===== src/rtl/zero_pad_block_if.sv =====
// AXI-Stream style handshake bundle shared by the sample source, the
// zero-pad block and the FFT input.
interface AXIS_intf #(
  parameter int DW = 16
) ();
  logic [DW-1:0] tdata;
  logic          tvalid;
  logic          tready;

  modport Master (
    output tdata,
    output tvalid,
    input  tready
  );

  modport Slave (
    input  tdata,
    input  tvalid,
    output tready
  );
endinterface


===== src/rtl/zero_pad_block.sv =====
// Input-side framing for the fast correlator: forwards the first N samples
// of a frame unchanged, then appends zeros until exactly NFFT beats have
// left the block.
//
// state | meaning
// ------+--------------------------------------------------------------
// IDLE  | waiting for start; both stream sides idle, counter held at 0
// PASS  | combinational pass-through of the first n_reg input samples
// PAD   | upstream held off, zero beats emitted up to beat NFFT-1
module zero_pad_block #(
  parameter int NFFT = 256
) (
  input  logic        aclk,
  input  logic        aresetn,
  input  logic [12:0] N,
  input  logic        start,
  output logic        busy,
  output logic        done,
  output logic        out_last,
  AXIS_intf.Slave     indata,
  AXIS_intf.Master    outdata
);

  // 14-bit arithmetic so NFFT=8192 and its last index fit without wrapping.
  localparam logic [13:0] NFFT_W    = 14'(NFFT);
  localparam logic [13:0] LAST_BEAT = 14'(NFFT - 1);

  typedef enum logic [1:0] {
    IDLE = 2'd0,
    PASS = 2'd1,
    PAD  = 2'd2
  } state_t;

  state_t      state;
  state_t      state_nxt;
  logic [13:0] counter;
  logic [13:0] counter_nxt;
  logic [13:0] n_reg;
  logic [13:0] n_reg_nxt;
  logic [13:0] n_ext;
  logic [13:0] n_clamp;
  logic        out_valid;
  logic        in_ready;
  logic        fire;

  assign n_ext   = {1'b0, N};
  assign n_clamp = (n_ext > NFFT_W) ? NFFT_W : n_ext;

  assign fire     = out_valid & outdata.tready;
  assign busy     = (state != IDLE);
  assign out_last = busy & (counter == LAST_BEAT);
  assign done     = fire & out_last;

  assign outdata.tvalid = out_valid;
  assign indata.tready  = in_ready;

  // Stream steering: pass-through in PASS, zero source in PAD, quiet in IDLE.
  always_comb begin
    out_valid     = 1'b0;
    in_ready      = 1'b0;
    outdata.tdata = '0;
    case (state)
      PASS: begin
        out_valid     = indata.tvalid;
        in_ready      = outdata.tready;
        outdata.tdata = indata.tdata;
      end
      PAD: begin
        out_valid = 1'b1;
      end
      default: begin
        out_valid = 1'b0;
      end
    endcase
  end

  // Next-state, beat counter and frame length capture.
  always_comb begin
    state_nxt   = state;
    counter_nxt = counter;
    n_reg_nxt   = n_reg;
    case (state)
      IDLE: begin
        counter_nxt = '0;
        if (start) begin
          n_reg_nxt = n_clamp;
          state_nxt = (n_clamp != 14'd0) ? PASS : PAD;
        end
      end
      PASS: begin
        if (fire) begin
          counter_nxt = counter + 14'd1;
          if (counter == (n_reg - 14'd1)) begin
            // A full-length frame has no tail: the last sample is the last beat.
            if (n_reg == NFFT_W) begin
              state_nxt   = IDLE;
              counter_nxt = '0;
            end else begin
              state_nxt = PAD;
            end
          end
        end
      end
      PAD: begin
        if (fire) begin
          if (counter == LAST_BEAT) begin
            state_nxt   = IDLE;
            counter_nxt = '0;
          end else begin
            counter_nxt = counter + 14'd1;
          end
        end
      end
      default: begin
        state_nxt   = IDLE;
        counter_nxt = '0;
      end
    endcase
  end

  // State register with synchronous active-low reset; reset aborts a frame.
  always_ff @(posedge aclk) begin
    if (!aresetn) begin
      state   <= IDLE;
      counter <= '0;
      n_reg   <= '0;
    end else begin
      state   <= state_nxt;
      counter <= counter_nxt;
      n_reg   <= n_reg_nxt;
    end
  end

endmodule


===== src/flat_wrapper.sv =====
// flat-port wrapper written by rule: the top's interface ports become plain ports
module zero_pad_block_flat 
#(
  parameter int NFFT = 256
)
  (aclk, aresetn, N, start, busy, done, out_last, indata_tdata, indata_tvalid, indata_tready, outdata_tdata, outdata_tvalid, outdata_tready);
  AXIS_intf #(.DW(16)) indata_i ();
  AXIS_intf #(.DW(16)) outdata_i ();
  input  logic aclk;
  input  logic aresetn;
  input  logic [12:0] N;
  input  logic start;
  output logic busy;
  output logic done;
  output logic out_last;
  input wire logic [$bits(indata_i.tdata)-1:0] indata_tdata;
  input wire logic [$bits(indata_i.tvalid)-1:0] indata_tvalid;
  output wire logic [$bits(indata_i.tready)-1:0] indata_tready;
  output wire logic [$bits(outdata_i.tdata)-1:0] outdata_tdata;
  output wire logic [$bits(outdata_i.tvalid)-1:0] outdata_tvalid;
  input wire logic [$bits(outdata_i.tready)-1:0] outdata_tready;
  assign indata_i.tdata = indata_tdata;
  assign indata_i.tvalid = indata_tvalid;
  assign indata_tready = indata_i.tready;
  assign outdata_tdata = outdata_i.tdata;
  assign outdata_tvalid = outdata_i.tvalid;
  assign outdata_i.tready = outdata_tready;
  zero_pad_block #(.NFFT(NFFT)) u_core (.aclk(aclk), .aresetn(aresetn), .N(N), .start(start), .busy(busy), .done(done), .out_last(out_last), .indata(indata_i), .outdata(outdata_i));
endmodule

===== config.mk =====
export PLATFORM = sky130hd
export DESIGN_NAME = zero_pad_block_flat
export DESIGN_NICKNAME = d
export VERILOG_FILES = /design/src/rtl/zero_pad_block_if.sv /design/src/rtl/zero_pad_block.sv /design/src/flat_wrapper.sv
export SDC_FILE = /design/constraint.sdc
export NUM_CORES = 1
export LEC_CHECK = 0
export CAP_MARGIN = 20
export CORE_MARGIN = 1.5
export CORE_UTILIZATION = 53
export CTS_CLUSTER_SIZE = 16
export DETAILED_ROUTE_END_ITERATION = 8
export GPL_TIMING_DRIVEN = 0
export PLACE_DENSITY = 0.84
export SYNTH_ARGS = -nofsm -noshare
export SYNTH_HDL_FRONTEND = slang
export SYNTH_SLANG_ARGS = --single-unit
export TNS_END_PERCENT = 10

===== constraint.sdc =====
create_clock -name aclk -period 6.5 [get_ports aclk]
set_input_delay 1.3 -clock aclk [delete_from_list [all_inputs] [get_ports aclk]]
set_output_delay 1.3 -clock aclk [all_outputs]
set_load 0.01 [all_outputs]

## Word level (Yosys, flattened, before mapping)

Index checks and enable logic that the tools add are counted.
W data, S select, Z words.

- Register bits: 30
- Latch bits: 0
- RAM bits: 0
- Bits in read-only memories: 0
- Input bits: 34
- Output and inout port bits: 21
- Word-level logic and storage cells: 43
- Memories kept: 0

- Add/sub/neg operators: 2
- $mul: 0
- Div/mod/pow operators: 0
- Order comparisons: 1
- Equality and inequality tests: 10
- Shifts and indexed selects: 0
- Muxes and demuxes: 18
- Bitwise gates (word level): 3
- Reductions and logical operators: 6

Operators with widths:

| kind | number |
|---|---|
| $mux W14 | 5 |
| $pmux W14 S2 | 1 |
| $mux W16 | 1 |
| $add A14 B1 Y14 const B | 1 |
| $eq A14 B14 Y1 | 1 |
| $eq A14 B8 Y1 const B | 1 |
| $eq A14 B9 Y1 const B | 1 |
| $mux W2 | 7 |
| $reduce_bool A14 Y1 | 1 |
| $sub A14 B1 Y14 const B | 1 |
| $gt A13 B9 Y1 const B | 1 |
| $mux W13 | 1 |
| $ne A2 B1 Y1 const B | 4 |
| $pmux W2 S3 | 1 |
| $reduce_and A5 Y1 | 1 |
| $reduce_and A2 Y1 | 2 |
| $and A1 B1 Y1 | 3 |
| $eq A2 B1 Y1 const B | 1 |
| $eq A2 B2 Y1 const B | 1 |
| $logic_not A2 Y1 | 1 |
| $ne A2 B2 Y1 const B | 1 |
| $pmux W1 S2 | 1 |
| $reduce_bool A2 Y1 | 1 |
| $mux W1 | 1 |

## Longest topological paths before layout

Gate-level depths: netlist of run 1.

- Depth after elaboration: 6
- Depth in mapped cells: 10

## Worst setup path before layout of run 1

Ideal clock, no wire load.

- Kind: input to output
- From: input port indata_tvalid
- To: output port done
- Data arrival time: 1.843 ns
- Slack: 3.357 ns
- Cell stages on the path: 3
- Path buffers: 0
- Path through: a21oi_1 nor2b_1 and3_1

- Cells in the longest elaborated chain, start to end: 3

RTL lines:

| element | RTL line | text |
|---|---|---|
| start, declared | flat_wrapper.sv:17 | `input wire logic [$bits(indata_i.tvalid)-1:0] indata_tvalid;` |
| $pmux W1 S2 | zero_pad_block.sv:62 | `case (state)` |
| net outdata_tvalid | flat_wrapper.sv:20 | `output wire logic [$bits(outdata_i.tvalid)-1:0] outdata_tvalid;` |
| $and A1 B1 Y1 | zero_pad_block.sv:49 | `assign fire = out_valid & outdata.tready;` |
| $and A1 B1 Y1 | zero_pad_block.sv:52 | `assign done = fire & out_last;` |
| end, declared | flat_wrapper.sv:14 | `output logic done;` |

The timed path passes the listed nets, and every way through them passes these cells.

## Worst setup path after layout of run 1

- From: input port indata_tvalid
- To: output port done

- Cells in the longest elaborated chain, start to end: 3

RTL lines:

| element | RTL line |
|---|---|
| $pmux W1 S2 | zero_pad_block.sv:62 |
| $and A1 B1 Y1 | zero_pad_block.sv:49 |
| $and A1 B1 Y1 | zero_pad_block.sv:52 |

Every way passes these cells.

==> impl_metrics.toml, run 1 <==
[status]
outcome = "finished, final reports clean"

[synth]
syn_nets = 326
synth.avg_cell_area_sq_um = 7.51
ys_seq_elements = 29
synthesis.area_sq_um = 2150
synth-main-ff-cell = "dfxtp_1"
syn_inst = 286
synth_edf_count = 0
synth.distinct_cells = 50
yosys_warnings = 0
async_flop_share_pct = 0
ys_seq_area_share_pct = 27.0

[global_routing]
grt_pass1_vias = 1926
grt_overflow = 0
antenna_found_initial = 0
grt_pass1_wl_um = 8880
use_met2_pct = 42.9
grtUsageMet1_pct = 34.8
grt_usage_pct = 26.0
busiest_layer = "met2"
grt_start_max_net_pins = 11
grt_util_met3_pct = 5.24

[worst_setup_path]
critPathTopFamily = "buffers and inverters"
rr_startpoint = "u_core.n_reg[0]"
cp-startpoint = "indata_tvalid"
crit_end = "done"
cp_num_buf_inv = 2
cp_cell_sequence = "clkdlybuf4s50_1, a21oi_1, nor2b_1, and3_1, clkdlybuf4s50_1"
crit_cells = 5
worstPathRequired_ps = 5200
crit_type = "in2out"
crit_path_max_fanout = 3
cpMostUsedCell = "clkdlybuf4s50_1"
slowest_stage = "clkdlybuf4s50_1"
worstReg2RegEnd = "u_core.counter[3]"
critical_path_arrival_ps = 2710
rrSetupSlack_ps = 3010
reg2reg_depth = 9
crit_path_max_incr_delay_ps = 530
end_kind = "output pin"
worstSetupStartpointType = "input pin"

[pwr]
power_leakage_nw = 1.06
max-vdd-ir-drop_uv = 135
power_mw = 0.599
p_per_area_nw_per_um2 = 212

[clock_network]
insertion_delay_ps = 280
ctsHoldBuffers = 0
cts_num_sinks = 29
cts_resized = 0
postCtsSetupRepairBufs = 0
cts_root_buf = "clkbuf_8"
cts_tree = "built"
clk_pin_slew_worst_paths_ps = 60
htreeDepth = 2
cts_buffer_depth = 2
cts_buffers = 5

[timing]
finClkSkew_ps = 4.30
relSlewSlack_pct = 50.3
finalSetupTns_ps = 0
fmax_mhz = 249
setup_viol = 0
rsz0062_at_grt = "false"
finalCritPeriodShare_pct = 61.8
fin_ws_ps = 2490
period_minus_slack_ps = 4010
finalHoldViolCount = 0
slew_violations = 0
tightest_slew_ps = 742

[worst_hold_path]
holdCritStartpoint = "u_core.state[1]"
hp-class = "reg2reg"

[final_layout]
area_growth_pct = 31.5
fin_area_sq_um = 2830
nFillCells = 309
largest_reg_flops = 14
final_cell_mix = "clkdlybuf4s50_1 (53), nand2_1 (39), dfxtp_1 (29), and2_1 (22)"
diodes = 0
layout-drive-gt1-share_pct = 4.91
mostFrequentLayoutCell = "clkdlybuf4s50_1"
layout.nets = 386
finalNonFillerCells = 394

[place]
place_congestion = 0.936
dp_slack_ps = 2480
placed_cells = 387
dpl_cell_area_sq_um = 2740
dpl.hpwl_um = 4310
port_buffers = 53

[drt]
vias = 2228
vias_per_cell = 5.65
drc = 0
wl_per_cell_um = 14.1
ant_nets = 0
drt_iter0_drc = 156
wirelength_um = 5550
dr.pass1.iters = 4

[floorplanning]
core_area_sq_um = 3770
fp-row-count = 22
fp.dieW_um = 66.7
io_pins = 55
initial_core_util_pct = 57.0
dieHeight_um = 66.7
die_area_sq_um = 4440

[job]
max_cap_violations = 0
-- kinds of logic (layout without fill, tap and decap cells) --
kind of cell    count (synthesis)  count (layout)  synth area share (%)
compound gates                 53              53                  17.6
xor+xnor                       18              18                  7.34
fa+ha+maj                       6               6                  3.49
buf+inv                        30              90                  5.88
flops                          29              29                  27.0
mux                             3               3                  1.40
simple gates                  147             147                  37.2
-- tightest hold or removal path, cell delays in order (launching register included) --
cell     delay [ps]
dfxtp_1         330
nand2_1          60
o21ai_1          50
-- per-stage QoR --
step	hold slack (ps)	utilization, %
final	477	74.9
after global routing	492	74.9
after CTS	478	74.9
after detailed placement	466	72.6
after global placement	457	72.6
after floorplan	445	-
-- layout make-up --
type / instances / area (sq um) / share of cell area (%)
clock buffers: 7 / 86.3 / 3.06
inverters: 11 / 41.3 / 1.46
multi-input cells: 227 / 1440 / 51.0
flip-flops and latches: 29 / 581 / 20.5
well taps: 48 / 60.1 / 2.13
repair buffers: 53 / 531 / 18.8
plain buffers: 19 / 85.1 / 3.01
-- synth_stat cells, types with 3 or more instances --
cell type | instances | area [sq um]
nand2_1 | 39 | 146
dfxtp_1 | 29 | 581
and2_1 | 22 | 138
nor2_1 | 16 | 60.1
clkbuf_1 | 15 | 56.3
nor2b_1 | 14 | 87.6
xnor2_1 | 14 | 123
inv_1 | 11 | 41.3
a22oi_1 | 9 | 67.6
nor3_1 | 9 | 45.0
o211ai_1 | 9 | 67.6
and3_1 | 8 | 50.1
nand3_1 | 8 | 40.0
nor4_1 | 8 | 50.1
o21ai_0 | 8 | 40.0
a21oi_1 | 7 | 35.0
ha_1 | 6 | 75.1
o221ai_1 | 6 | 52.6
xor2_1 | 4 | 35.0
mux2i_1 | 3 | 30.0
nand4_1 | 3 | 18.8
or2_2 | 3 | 18.8
-- where the power goes --
| group | switching, mW | internal [mW] | leakage [nW] |
|---|---|---|---|
| logic | 0.137 | 0.116 | 0.783 |
| registers | 0.00928 | 0.186 | 0.234 |
| clock network | 0.0670 | 0.0839 | 0.0443 |
-- worst min path at each step --
stage / cells after the start / end
6_report: 2 / u_core.state[1]
5_1_grt: 2 / u_core.state[1]
4_1_cts: 2 / u_core.state[1]
3_5_place_dp: 2 / u_core.state[1]
3_3_place_gp: 2 / u_core.state[1]
2_1_floorplan: 2 / u_core.state[1]
-- per-layer routing --
layer  vias up  routed length (um)
met1      1017                2440
met4         0                  62
met3         6                 336
li1       1135                   -
met2        70                2710
met5         -                   0
No activity file was read; power rests on OpenSTA's default activity.
==> run 2, diff against run 1 <==
--- a/config.mk
+++ b/config.mk
@@ -7,11 +7,11 @@
 export LEC_CHECK = 0
 export CAP_MARGIN = 20
 export CORE_MARGIN = 1.5
-export CORE_UTILIZATION = 53
+export CORE_UTILIZATION = 49
 export CTS_CLUSTER_SIZE = 16
 export DETAILED_ROUTE_END_ITERATION = 8
 export GPL_TIMING_DRIVEN = 0
-export PLACE_DENSITY = 0.84
+export PLACE_DENSITY = 0.78
 export SYNTH_ARGS = -nofsm -noshare
 export SYNTH_HDL_FRONTEND = slang
 export SYNTH_SLANG_ARGS = --single-unit
==> constraint.sdc (replaced) <==
create_clock -name aclk -period 3.9 [get_ports aclk]
set_input_delay 0.78 -clock aclk [delete_from_list [all_inputs] [get_ports aclk]]
set_output_delay 0.78 -clock aclk [all_outputs]
set_load 0.01 [all_outputs]
==> run 2 against run 1 <==
Total power grew 80%. Die area grew 7.8%. Final cell count grew 0.76%.
==> impl_metrics.toml, run 2 (synthesis gave the netlist of run 1 again) <==
[worst_setup_path]
crit_type = "reg2reg"
worstSetupStartpointType = "flip-flop"
end_kind = "flip-flop"
worstPathRequired_ps = 4040
crit_path_max_fanout = 7
critical_path_arrival_ps = 3540

[pwr]
power_mw = 1.08
max-vdd-ir-drop_uv = 287
power_leakage_nw = 1.07
p_per_area_nw_per_um2 = 376

[floorplanning]
die_area_sq_um = 4790
initial_core_util_pct = 52.2
fp.dieW_um = 69.2
io_pins = 55
fp-row-count = 23
dieHeight_um = 69.2
core_area_sq_um = 4120

[final_layout]
layout-drive-gt1-share_pct = 5.48
fin_area_sq_um = 2860
finalCoreUtilization_pct = 69.5
finalNonFillerCells = 397
layout.nets = 386
mostFrequentLayoutCell = "clkdlybuf4s50_1"
final_cell_mix = "clkdlybuf4s50_1 (53), nand2_1 (39), dfxtp_1 (29), and2_1 (22), nor2_1 (16)"
nFillCells = 376
diodes = 0
area_growth_pct = 33.2
largest_reg_flops = 14

[timing]
fin_ws_ps = 500
finalCritPeriodShare_pct = 87.2
finalSetupTns_ps = 0
timing.hold.ws_ps = 480
fmax_mhz = 294
relSlewSlack_pct = 49.8
period_minus_slack_ps = 3400
slew_violations = 0
finClkSkew_ps = 5.41
setup_viol = 0
finalHoldViolCount = 0
tightest_slew_ps = 749
rsz0062_at_grt = "false"

[clock_network]
cts_resized = 0
postCtsSetupRepairBufs = 0
ctsHoldBuffers = 0
clk_pin_slew_worst_paths_ps = 70
cts_buffers = 5
cts_num_sinks = 29
htreeDepth = 2
cts_buffer_depth = 2
cts_tree = "built"
insertion_delay_ps = 290
cts_root_buf = "clkbuf_8"

[drt]
vias = 2219
wl_per_cell_um = 13.8
drc = 0
wirelength_um = 5470
vias_per_cell = 5.59
dr.pass1.iters = 4
ant_nets = 0
drt_iter0_drc = 83

[place]
placed_cells = 389
dpl_cell_area_sq_um = 2740
place_congestion = 0.823
port_buffers = 53
dpl.hpwl_um = 4300
dp_slack_ps = 578

[global_routing]
busiest_layer = "met2"
grtUsageMet1_pct = 31.0
grt_pass1_wl_um = 9350
grt_start_max_net_pins = 11
grt_pass1_vias = 2005
antenna_found_initial = 0
grt_overflow = 0
use_met2_pct = 38.9
grt_usage_pct = 23.5
grt_util_met3_pct = 4.94

[status]
outcome = "finished, final reports clean"

[job]
max_cap_violations = 0

[worst_hold_path]
hp-class = "reg2reg"
run 2: routing by layer:
metal	vias up	part of all wire, %
li1	1131	-
met1	1015	46
met2	62	48
met3	11	4.6
met4	0	1.7
met5	-	0
run 2: worst paths after layout:
check / startpoint / end / slack [ps] / cells past startpoint
worst max-delay path: u_core.n_reg[0] / u_core.counter[3] / 500 / 9
worst min-delay path: u_core.state[1] / u_core.state[1] / 480 / 2
worst max register to register: u_core.n_reg[0] / u_core.counter[3] / 500 / 9
worst min register to register: u_core.state[1] / u_core.state[1] / 480 / 2
run 2: final cells by class:
type                    instances  area, sq um  share of cell area, %
multi-input cells             227         1440                   50.4
flip-flops and latches         29          581                   20.3
repair buffers                 53          531                   18.5
plain buffers                  19         85.1                   2.97
clock buffers                   6         82.6                   2.89
well taps                      50         62.6                   2.19
inverters                      11         41.3                   1.44
clock inverters                 2         37.5                   1.31
run 2: power by group:
part / switching [mW] / leakage, nW / internal (mW)
Combinational: 0.225 / 0.783 / 0.194
Clock: 0.125 / 0.0574 / 0.208
Sequential: 0.0152 / 0.234 / 0.309
Total: 0.366 / 1.07 / 0.710
run 2: critical path, cell delays in order, from the launching register on:
cell and delay, ps:
dfxtp_1 370, inv_1 100, ha_1 260, or4b_2 680, nor3_1 360, mux2i_1 220
a21oi_1 70, o41a_1 430, o21ai_0 560, o21ai_0 200
==> run 3, diff against run 2 <==
--- a/config.mk
+++ b/config.mk
@@ -8,9 +8,11 @@
 export CAP_MARGIN = 20
 export CORE_MARGIN = 1.5
 export CORE_UTILIZATION = 49
-export CTS_CLUSTER_SIZE = 16
+export CTS_CLUSTER_DIAMETER = 30
+export CTS_CLUSTER_SIZE = 8
 export DETAILED_ROUTE_END_ITERATION = 8
 export GPL_TIMING_DRIVEN = 0
+export MAX_ROUTING_LAYER = met4
 export PLACE_DENSITY = 0.78
 export SYNTH_ARGS = -nofsm -noshare
 export SYNTH_HDL_FRONTEND = slang
==> run 3 against run 2 <==
Wire length up 0.37%. Cell area stayed put. Clock power about the same. Total power about the same. Register-to-register slack is essentially flat. Largest cell class unchanged. Core utilization stayed put. Largest power group unchanged. First-iteration DRC count down 1.2%. Worst setup slack lost 3.6 ps. Maximum frequency shrank 0.11%. Non-clock buffer count stayed put. Final cell count stayed put.
==> impl_metrics.toml, run 3 (synthesis gave the netlist of run 1 again) <==
[place]
place_congestion = 0.835
port_buffers = 53
dpl.hpwl_um = 4300

[pwr]
clkPwrFrac_pct = 30.9
p_per_area_nw_per_um2 = 376
switchingPower_mw = 0.365
max-vdd-ir-drop_uv = 287
power.internal_mw = 0.710
power_leakage_nw = 1.07
power_frac_seq_pct = 30.2
pwr-share-comb_pct = 39.0
p_sw_share_pct = 33.9

[worst_setup_path]
end_kind = "flip-flop"
critical_path_arrival_ps = 3540
rr_startpoint = "u_core.n_reg[0]"
worstReg2RegEnd = "u_core.counter[3]"
worstSetupStartpointType = "flip-flop"
rrSetupSlack_ps = 500
reg2reg_depth = 9
worstPathRequired_ps = 4040
crit_type = "reg2reg"
crit_path_max_fanout = 7

[worst_hold_path]
holdCritStartpoint = "u_core.state[1]"
hold_path_depth = 2
hp-class = "reg2reg"
whs_endpoint = "u_core.state[1]"

[drt]
vias = 2230
dr.pass1.iters = 4
ant_nets = 0
wl_per_cell_um = 13.8
vias_per_cell = 5.62
drc = 0
drt_iter0_drc = 82
wirelength_um = 5490

[timing]
finalHoldViolCount = 0
finalSetupTns_ps = 0
fmax_mhz = 294
rsz0062_at_grt = "false"
relSlewSlack_pct = 49.8
finClkSkew_ps = 6.13
timing.hold.ws_ps = 480
period_minus_slack_ps = 3400
finalCritPeriodShare_pct = 87.3
setup_viol = 0
slew_violations = 0
tightest_slew_ps = 749

[global_routing]
grt_start_max_net_pins = 11
grt_pass1_wl_um = 9370
grt_pass1_vias = 2006
antenna_found_initial = 0
grt_usage_pct = 24.2
grt_overflow = 0

[final_layout]
layout.nets = 386
largest_reg_flops = 14
mostFrequentLayoutCell = "clkdlybuf4s50_1"
area_growth_pct = 33.2
layout-drive-gt1-share_pct = 5.48
diodes = 0
final_cell_mix = "clkdlybuf4s50_1 (53), nand2_1 (39), dfxtp_1 (29), and2_1 (22), nor2_1 (16)"

[clock_network]
htreeDepth = 2
cts_buffers = 5
cts_tree = "built"
ctsHoldBuffers = 0
insertion_delay_ps = 290
clk_pin_slew_worst_paths_ps = 70
postCtsSetupRepairBufs = 0
cts_num_sinks = 29
cts_buffer_depth = 2
cts_resized = 0
cts_root_buf = "clkbuf_8"

[floorplanning]
die_area_sq_um = 4790
core_area_sq_um = 4120
fp.dieW_um = 69.2
initial_core_util_pct = 52.2
fp-row-count = 23
dieHeight_um = 69.2
io_pins = 55

[job]
max_cap_violations = 0

[status]
outcome = "finished, final reports clean"
[run 3: cell counts in the layout (fill, tap and decap cells not counted)]
Identical to the previous run, type by type.
[run 3: layout make-up]
type,count,area [sq um]
multi-input cells,227,1440
fillers,376,1250
flip-flops and latches,29,581
repair buffers,53,531
plain buffers,19,85.1
clock buffers,6,82.6
well taps,50,62.6
inverters,11,41.3
clock inverters,2,37.5
[run 3: layer usage]
layer	up-vias	share of wire, %	wire length (um)	global-route usage, %
met5	-	0	0	-
met4	0	1.4	79	6.54
met3	8	4.8	266	4.94
met2	65	48	2640	38.8
met1	1024	46	2510	31.2
li1	1133	-	-	-
[run 3: worst max path at each step]
stage / start / to / depth (start not counted)
after floorplan: u_core.n_reg[0] / u_core.state[1] / 9
after global placement: u_core.n_reg[0] / u_core.counter[3] / 9
after detailed placement: u_core.n_reg[0] / u_core.counter[3] / 9
after CTS: u_core.n_reg[0] / u_core.counter[3] / 9
after global routing: u_core.n_reg[0] / u_core.counter[3] / 9
final: u_core.n_reg[0] / u_core.counter[3] / 9
[run 3: through the flow]
step	cells	setup WS [ps]	total power, mW	cell area (sq um)	util (%)
after global placement	389	616	0.743	2740	66.6
after CTS	397	564	1.08	2860	69.5
after detailed placement	389	578	0.749	2740	66.6
after global routing	397	347	1.14	2860	69.5
final	397	497	1.08	2860	69.5
after floorplan	286	1060	0.570	2150	-
[run 3: critical path: stages, from the launching register on]
cell	delay, ps
dfxtp_1	370
inv_1	100
ha_1	260
or4b_2	680
nor3_1	360
mux2i_1	220
a21oi_1	70
o41a_1	430
o21ai_0	560
o21ai_0	200
[run 3: power groups by stage]
stage / sequential, mW / clock [mW] / combinational [mW]
finish: 0.324 / 0.332 / 0.419
global route: 0.327 / 0.344 / 0.465
CTS: 0.324 / 0.335 / 0.419
detailed placement: 0.331 / 0 / 0.418
global placement: 0.330 / 0 / 0.413
floorplan: 0.327 / 0 / 0.244
